### src/rtl/demux_1_2_stream_pkg.sv
// ---------------------------------------------------------------------------
// demux_1_2_stream_pkg
//   Definitions shared by the 1:2 stream demux and its channel FIFOs.
//   - CH0 / CH1 : values of in_sel that route a beat to out0 / out1.
//   - cnt_w()   : width of a FIFO occupancy count for a given depth. The
//                 count must also represent the value DEPTH itself, so it
//                 is one bit wider than a pointer.
// ---------------------------------------------------------------------------
package demux_1_2_stream_pkg;

  localparam logic CH0 = 1'b0;
  localparam logic CH1 = 1'b1;

  function automatic int cnt_w(input int depth);
    return $clog2(depth) + 1;
  endfunction

endpackage : demux_1_2_stream_pkg

### src/rtl/fifo_sync_fwft.sv
// ---------------------------------------------------------------------------
// fifo_sync_fwft
//   Single-clock first-word-fall-through FIFO. The head entry is presented
//   on rd_data as soon as it is stored; rd_en consumes it.
//
//   Parameters
//     DATA_W : entry width in bits
//     DEPTH  : number of entries, power of two and at least 2
//
//   Ports
//     clk, rst_n : clock, asynchronous active-low reset
//     wr_en      : write wr_data this cycle (ignored while full)
//     wr_data    : entry to write
//     rd_en      : consume the head entry this cycle (ignored while empty)
//     rd_data    : head entry (raw storage, meaningful only when !empty)
//     empty      : no entries held
//     full       : DEPTH entries held
//     count      : current occupancy, 0..DEPTH
// ---------------------------------------------------------------------------
module fifo_sync_fwft
  import demux_1_2_stream_pkg::*;
#(
  parameter int DATA_W = 8,
  parameter int DEPTH  = 2
) (
  input  logic                      clk,
  input  logic                      rst_n,
  input  logic                      wr_en,
  input  logic [DATA_W-1:0]         wr_data,
  input  logic                      rd_en,
  output logic [DATA_W-1:0]         rd_data,
  output logic                      empty,
  output logic                      full,
  output logic [cnt_w(DEPTH)-1:0]   count
);

  localparam int PTR_W = $clog2(DEPTH);
  localparam int CNT_W = cnt_w(DEPTH);
  localparam logic [CNT_W-1:0] FULL_CNT = CNT_W'(DEPTH);

  logic [DATA_W-1:0] mem [DEPTH];
  logic [PTR_W-1:0]  wr_ptr;
  logic [PTR_W-1:0]  rd_ptr;
  logic [CNT_W-1:0]  cnt_q;
  logic              push;
  logic              pop;

  // Guarding here as well as at the caller keeps the FIFO safe on its own:
  // an overflowing write or an underflowing read is simply dropped.
  assign push = wr_en && !full;
  assign pop  = rd_en && !empty;

  assign empty   = (cnt_q == '0);
  assign full    = (cnt_q == FULL_CNT);
  assign count   = cnt_q;
  assign rd_data = mem[rd_ptr];

  // NOTE: state registers use non-blocking assignments so every flop samples
  // the pre-edge values of the others, independent of block ordering.
  always_ff @(posedge clk or negedge rst_n) begin
    if (!rst_n) begin
      wr_ptr <= '0;
      rd_ptr <= '0;
      cnt_q  <= '0;
    end else begin
      // Pointers are exactly PTR_W bits, so the increment wraps modulo DEPTH.
      if (push) wr_ptr <= wr_ptr + 1'b1;
      if (pop)  rd_ptr <= rd_ptr + 1'b1;
      case ({push, pop})
        2'b10:   cnt_q <= cnt_q + 1'b1;
        2'b01:   cnt_q <= cnt_q - 1'b1;
        default: cnt_q <= cnt_q;  // idle, or push and pop cancel out
      endcase
    end
  end

  // NOTE: the storage array has no reset; an entry is only ever observed
  // after it has been written, and leaving it unreset lets it map to RAM.
  always_ff @(posedge clk) begin
    if (push) mem[wr_ptr] <= wr_data;
  end

endmodule : fifo_sync_fwft

### src/rtl/demux_1_2_stream.sv
// ---------------------------------------------------------------------------
// demux_1_2_stream
//   Splits one valid/ready stream into two. Each beat carries a select bit
//   naming its destination channel; each channel buffers beats in its own
//   FWFT FIFO, so a stalled consumer only blocks beats headed its way.
//   Ordering is preserved within each channel.
//
//   Parameters
//     DATA_W : payload width in bits
//     DEPTH  : entries per channel FIFO, power of two and at least 2
//
//   Ports
//     clk, rst_n            : clock, asynchronous active-low reset
//     in_data/in_sel        : input payload and destination (0 -> out0)
//     in_valid/in_ready     : input handshake
//     outN_data/outN_valid  : channel N head entry (data is 0 when invalid)
//     outN_ready            : channel N consumer accepts the head
//     outN_count            : channel N FIFO occupancy
// ---------------------------------------------------------------------------
module demux_1_2_stream
  import demux_1_2_stream_pkg::*;
#(
  parameter int DATA_W = 8,
  parameter int DEPTH  = 2
) (
  input  logic                     clk,
  input  logic                     rst_n,
  input  logic [DATA_W-1:0]        in_data,
  input  logic                     in_sel,
  input  logic                     in_valid,
  output logic                     in_ready,
  output logic [DATA_W-1:0]        out0_data,
  output logic                     out0_valid,
  input  logic                     out0_ready,
  output logic [DATA_W-1:0]        out1_data,
  output logic                     out1_valid,
  input  logic                     out1_ready,
  output logic [cnt_w(DEPTH)-1:0]  out0_count,
  output logic [cnt_w(DEPTH)-1:0]  out1_count
);

  logic              full0, full1;
  logic              empty0, empty1;
  logic [DATA_W-1:0] head0, head1;
  logic              sel_full;
  logic              accept;
  logic              push0, push1;

  // NOTE: every signal driven here gets a default first, so no path through
  // the block can leave one unassigned and infer a latch.
  always_comb begin
    sel_full = full0;
    push0    = 1'b0;
    push1    = 1'b0;
    if (in_sel == CH1) sel_full = full1;
    // Readiness depends only on the selected FIFO's current fullness; a pop
    // in the same cycle does not open a slot until the next cycle.
    in_ready = rst_n && !sel_full;
    accept   = in_valid && in_ready;
    if (in_sel == CH0) push0 = accept;
    else               push1 = accept;
  end

  fifo_sync_fwft #(
    .DATA_W (DATA_W),
    .DEPTH  (DEPTH)
  ) u_fifo0 (
    .clk     (clk),
    .rst_n   (rst_n),
    .wr_en   (push0),
    .wr_data (in_data),
    .rd_en   (out0_ready),
    .rd_data (head0),
    .empty   (empty0),
    .full    (full0),
    .count   (out0_count)
  );

  fifo_sync_fwft #(
    .DATA_W (DATA_W),
    .DEPTH  (DEPTH)
  ) u_fifo1 (
    .clk     (clk),
    .rst_n   (rst_n),
    .wr_en   (push1),
    .wr_data (in_data),
    .rd_en   (out1_ready),
    .rd_data (head1),
    .empty   (empty1),
    .full    (full1),
    .count   (out1_count)
  );

  // Storage is unreset, so the head is masked to keep stale or unknown
  // contents off the output when the channel is empty.
  assign out0_valid = !empty0;
  assign out1_valid = !empty1;
  assign out0_data  = out0_valid ? head0 : '0;
  assign out1_data  = out1_valid ? head1 : '0;

endmodule : demux_1_2_stream

### config.mk
export PLATFORM = sky130hd
export DESIGN_NAME = demux_1_2_stream
export DESIGN_NICKNAME = d
export VERILOG_FILES = /design/src/rtl/demux_1_2_stream_pkg.sv /design/src/rtl/fifo_sync_fwft.sv /design/src/rtl/demux_1_2_stream.sv
export SDC_FILE = /design/constraint.sdc
export NUM_CORES = 1
export LEC_CHECK = 0
export BUFFER_PORTS_ARGS = -buffer_cell sky130_fd_sc_hd__buf_4
export CAP_MARGIN = 20
export CORE_UTILIZATION = 40
export CTS_CLUSTER_SIZE = 25
export DETAILED_ROUTE_END_ITERATION = 16
export PLACE_DENSITY = 0.64
export SYNTH_ARGS = -nofsm -noshare
export SYNTH_HDL_FRONTEND = slang
export SYNTH_SLANG_ARGS = --single-unit
export TNS_END_PERCENT = 50
### constraint.sdc
create_clock -name clk -period 2.85 [get_ports clk]
set_input_delay 0.57 -clock clk [delete_from_list [all_inputs] [get_ports clk]]
set_output_delay 0.57 -clock clk [all_outputs]
set_load 0.01 [all_outputs]
# Word-level counts from Yosys, hierarchy flattened
# Memory sizes are Yosys's and may differ from the RTL's.
# Cells that the tools add are included.
word_totals:
  register_bits: 8
  ramBits: 32
  in_bits: 14
  word_cells: 48
  mem_count: 2
mem_list:
  columns: ["name", "words", "width", "read_ports", "rd_clocked_by_memory_dff", "wr", "line_no", "source"]
  rows:
  - ["u_fifo0.mem", 2, 8, 1, 0, 1, "fifo_sync_fwft.sv:41", "logic [DATA_W-1:0] mem [DEPTH];"]
  - ["u_fifo1.mem", 2, 8, 1, 0, 1, "fifo_sync_fwft.sv:41", null]
op_classes:
  n_addsub: 8
  eq_ne: 6
  mux: 11
  n_reduce_logical: 15
ops:
  columns: ["op", "count"]
  rows:
  - ["$mux 8", 2]
  - ["$eq 2x2->1 const B", 4]
  - ["$pmux 2 s2", 2]
  - ["$mux 1", 7]
  - ["$logic_and 1x1->1", 6]
  - ["$logic_not 1->1", 5]
  - ["$add 1x1->1 const B", 4]
  - ["$add 2x1->2 const B", 2]
  - ["$eq 2x1->1 const B", 2]
  - ["$logic_not 2->1", 2]
  - ["$reduce_bool 2->1", 2]
  - ["$sub 2x1->2 const B", 2]

# Logic depth before layout (Yosys ltp)
depth:
  ltp_word: 9
  depth_mapped: 6

# Modules after synthesis
# Synthesis repeated with hierarchy kept, for this count alone.
hier_totals:
  cells_unflattened: 109
  hier_area_um2: 1689.1
modules_own_cells:
  columns: ["module", "n_inst", "cells_each", "area_each_um2", "seq_area_each_um2"]
  rows:
  - ["fifo_sync_fwft", 2, 43, 774.5, 580.6]
  - ["demux_1_2_stream", 1, 23, 140.1, 0.0]

# Worst setup path before layout
# OpenSTA, ideal clock, no wires.
synth_path:
  kind: "input-to-reg"
  start: "in in_sel"
  end: "mem u_fifo0.mem[1][0], enable pin"
  t_arrival_ns: 1.202
  required_time_ns: 2.479
  path_slack_ns: 1.278
  path_stages: 2
  path_buffers: 0
  cell_sequence: "nand4b_2 -> nor2_1"
synth_via:
  elab_chain_cells: 8
synth_lines:
  columns: ["item", "line_no", "source"]
  rows:
  - ["from (decl)", "demux_1_2_stream.sv:29", "input logic in_sel,"]
  - ["$mux 1", "demux_1_2_stream.sv:55", "if (in_sel == CH1) sel_full = full1;"]
  - ["$logic_not 1->1", "demux_1_2_stream.sv:58", "in_ready = rst_n && !sel_full;"]
  - ["$logic_and 1x1->1", "demux_1_2_stream.sv:58", null]
  - ["$logic_and 1x1->1", "demux_1_2_stream.sv:59", "accept = in_valid && in_ready;"]
  - ["$mux 1 (*)", "demux_1_2_stream.sv:60", "if (in_sel == CH0) push0 = accept;"]
  - ["$logic_and 1x1->1 (*)", "fifo_sync_fwft.sv:50", "assign push = wr_en && !full;"]
  - ["$mux 1 (*)", "fifo_sync_fwft.sv:80", "if (push) mem[wr_ptr] <= wr_data;"]
  - ["$mux 1 (not written as such) (*)", "fifo_sync_fwft.sv:80", null]
  - ["to (decl)", "fifo_sync_fwft.sv:41", null]
# Every way passes the cells marked *; elsewhere a longest branch is shown, timed or not.

# Worst setup path after layout
layout_path:
  start: "reg u_fifo1.rd_ptr"
  end: "out out1_data[6]"
layout_via:
  elab_chain_cells: 2
layout_lines:
  columns: ["item", "line_no", "source"]
  rows:
  - ["from (decl)", "fifo_sync_fwft.sv:43", "logic [PTR_W-1:0] rd_ptr;"]
  - ["from (signal assigned)", "fifo_sync_fwft.sv:68", "if (pop) rd_ptr <= rd_ptr + 1'b1;"]
  - ["$mem_v2 2x8", null, null]
  - ["$mux 8", "demux_1_2_stream.sv:99", "assign out1_data = out1_valid ? head1 : '0;"]
  - ["to (decl)", "demux_1_2_stream.sv:35", "output logic [DATA_W-1:0] out1_data,"]
# Every way passes these cells.

==> metrics.cfg <==
[worst_setup_path]
critPathLaunch=u_fifo1.rd_ptr
r2r_start=u_fifo0.count[0]
regToRegSetupSlack_ns=1.12
cp_max_fo=9
worstPathRequired_ns=2.28
end_kind=primary output
worstPathArrival_ns=1.43
worstSetupStartpointType=flip-flop
crit_path_end=out1_data[6]
r2r-end=u_fifo0.mem[0][2]
ff2ff_path_depth=3
worstSetupPathType=reg2out

[sta]
final_hold_viol_count=0
max_freq_ghz=0.500
setup_slack_ns=0.852
whs_ns=0.0977
slew_headroom_pct=53.1
fin_crit_sh_pct=70.1
setup-violations-final=0
tightest_slew_ns=0.701
fin_crit_ns=2.00
rsz0062_at_grt=no
report.final.slew_viol_count=0
tns_ns=0
finClkSkew_ns=0.00437

[finish]
utilization_pct=54.6
nets=163
diodes=0
final_layout_size_suffix_gt1_share_pct=33.8
final_common_cell=buf_4
area_growth_pct=26.5
final_cell_mix=36 x buf_4, 32 x edfxtp_1, 22 x nor2_1

[global_route]
grt_max_degree=14
antenna_found_initial=0
grt_overflow=0
grt_pass1_vias=951
grt_pass1_wl_um=4320
grt_usage_pct=14.0

[die]
rows=22
core_area_um2=3770
start_util_pct=43.2
die_w_um=65.8
die_height_um=65.8
ioPinCount=37
die-area_um2=4330

[logic_synthesis]
netlist_area_um2=1630
syn_nets=122
synth_seq_cells=40
ys_warn_count=0
yosysUniqueCellTypes=15
synth_cells=106
synth_top_family_by_area=multiplexers
ys_seq_area_share_pct=71.3
synthXorXnorAreaFrac_pct=5.38
synth_fa_ha_area_share_pct=1.54
synth_compound_area_share_pct=0
yosys.area_share.simple_pct=9.76
synthMuxAreaShare_pct=10.5
avgSynthCellArea_um2=15.4

[pwr]
peakVddDrop_mv=0.471
p_leak_uw=0.000850
power.density_nw_per_um2=982
power_uw=2020

[cts]
cts_root_buf=clkbuf_8
post_cts_resized=0
tritoncts=yes
cts_setup_buffers=0
insertion_delay_ns=0.29
cts_htree_levels=2
cts.sink_count=40
clk_path_buf_depth=2
clk_pin_slew_ns=0.08
cts_made_buffers=5
holdBufCountCts=0

[routing]
wl_met2_um=1300
drtIter0Drc=29
wl_per_cell_um=13.5
antenna_left=0
highest_layer=met4
dr_wl_met3_um=151
drc=0
drt-met1-wl_um=1140
drt_pre_antenna_iters=3
viasPerCell=4.59
num_vias=899
finalWirelength_um=2640

[place]
place_ws_ns=0.895
port_buffers=36
dp_hpwl_um=1880
gp_congestion=0.715

[run]
cap_violations=0

[hold_path]
hp-class=in2async

[status]
status=finished, final reports clean

-- logic make-up after synthesis --
group | Yosys count
buffers and inverters | 6
xor gates and xnor gates | 10
muxes | 17
adders and majority gates | 2
and+or+nand+nor | 31
DFF | 40
-- where the power goes --
part | internal (uW) | switching [uW]
clock | 259 | 194
combinational | 386 | 330
sequential | 726 | 128
-- per-stage QoR --
step | instances | instance area, um2
after floorplan | 106 | 1630
after global placement | 188 | 1950
after detailed placement | 188 | 1950
after CTS | 196 | 2060
after global routing | 196 | 2060
final | 196 | 2060
-- critical path: stages, from the launching register on --
cell,delay (ns)
dfrtp_1,0.65
mux2i_1,0.26
nor2_1,0.07
buf_4,0.16
-- layout make-up --
class	count	area, um2
fill	305	1710
sequential	40	1160
multi-input combinational	60	442
timing repair buffer	36	270
clock buffer	5	68.8
tap	48	60.1
clock inverter	3	42.5
inverter	4	15.0
-- registers in the layout, summed over array words and instances, names as in the netlist --
register and cells:
u_fifo0.mem 16, u_fifo1.mem 16, u_fifo0.count 2, u_fifo1.count 2, u_fifo0.rd_ptr 1, u_fifo0.wr_ptr 1
u_fifo1.rd_ptr 1, u_fifo1.wr_ptr 1
-- Yosys cell counts (all sizes together) --
cell type,number,area (um2)
edfxtp,32,961
nor2,24,95.1
mux2i,17,170
dfrtp,8,200
xnor2,6,52.6
inv,4,15.0
xor2,4,35.0
nor2b,3,23.8
buf,2,10.0
ha,2,25.0
nand2b,2,12.5
nand4,1,12.5
nand4b,1,15.0
-- worst min path at each step --
stage	startpoint	slack [ns]	to
2_1_floorplan	rst_n	0.27	u_fifo0.count[0]
3_3_place_gp	rst_n	0.41	u_fifo1.rd_ptr
3_5_place_dp	rst_n	0.41	u_fifo1.count[1]
4_1_cts	rst_n	0.1	u_fifo1.count[1]
5_1_grt	rst_n	0.09	u_fifo1.count[0]
6_report	rst_n	0.1	u_fifo1.rd_ptr
-- layer usage --
metal  vias to the layer above  GRT usage, %
li1                        449             -
met3                         6          5.34
met4                         0          4.89
met2                        28          23.2
met1                       416          16.3
met5                         -             0
(Power assumes the default switching activity.)
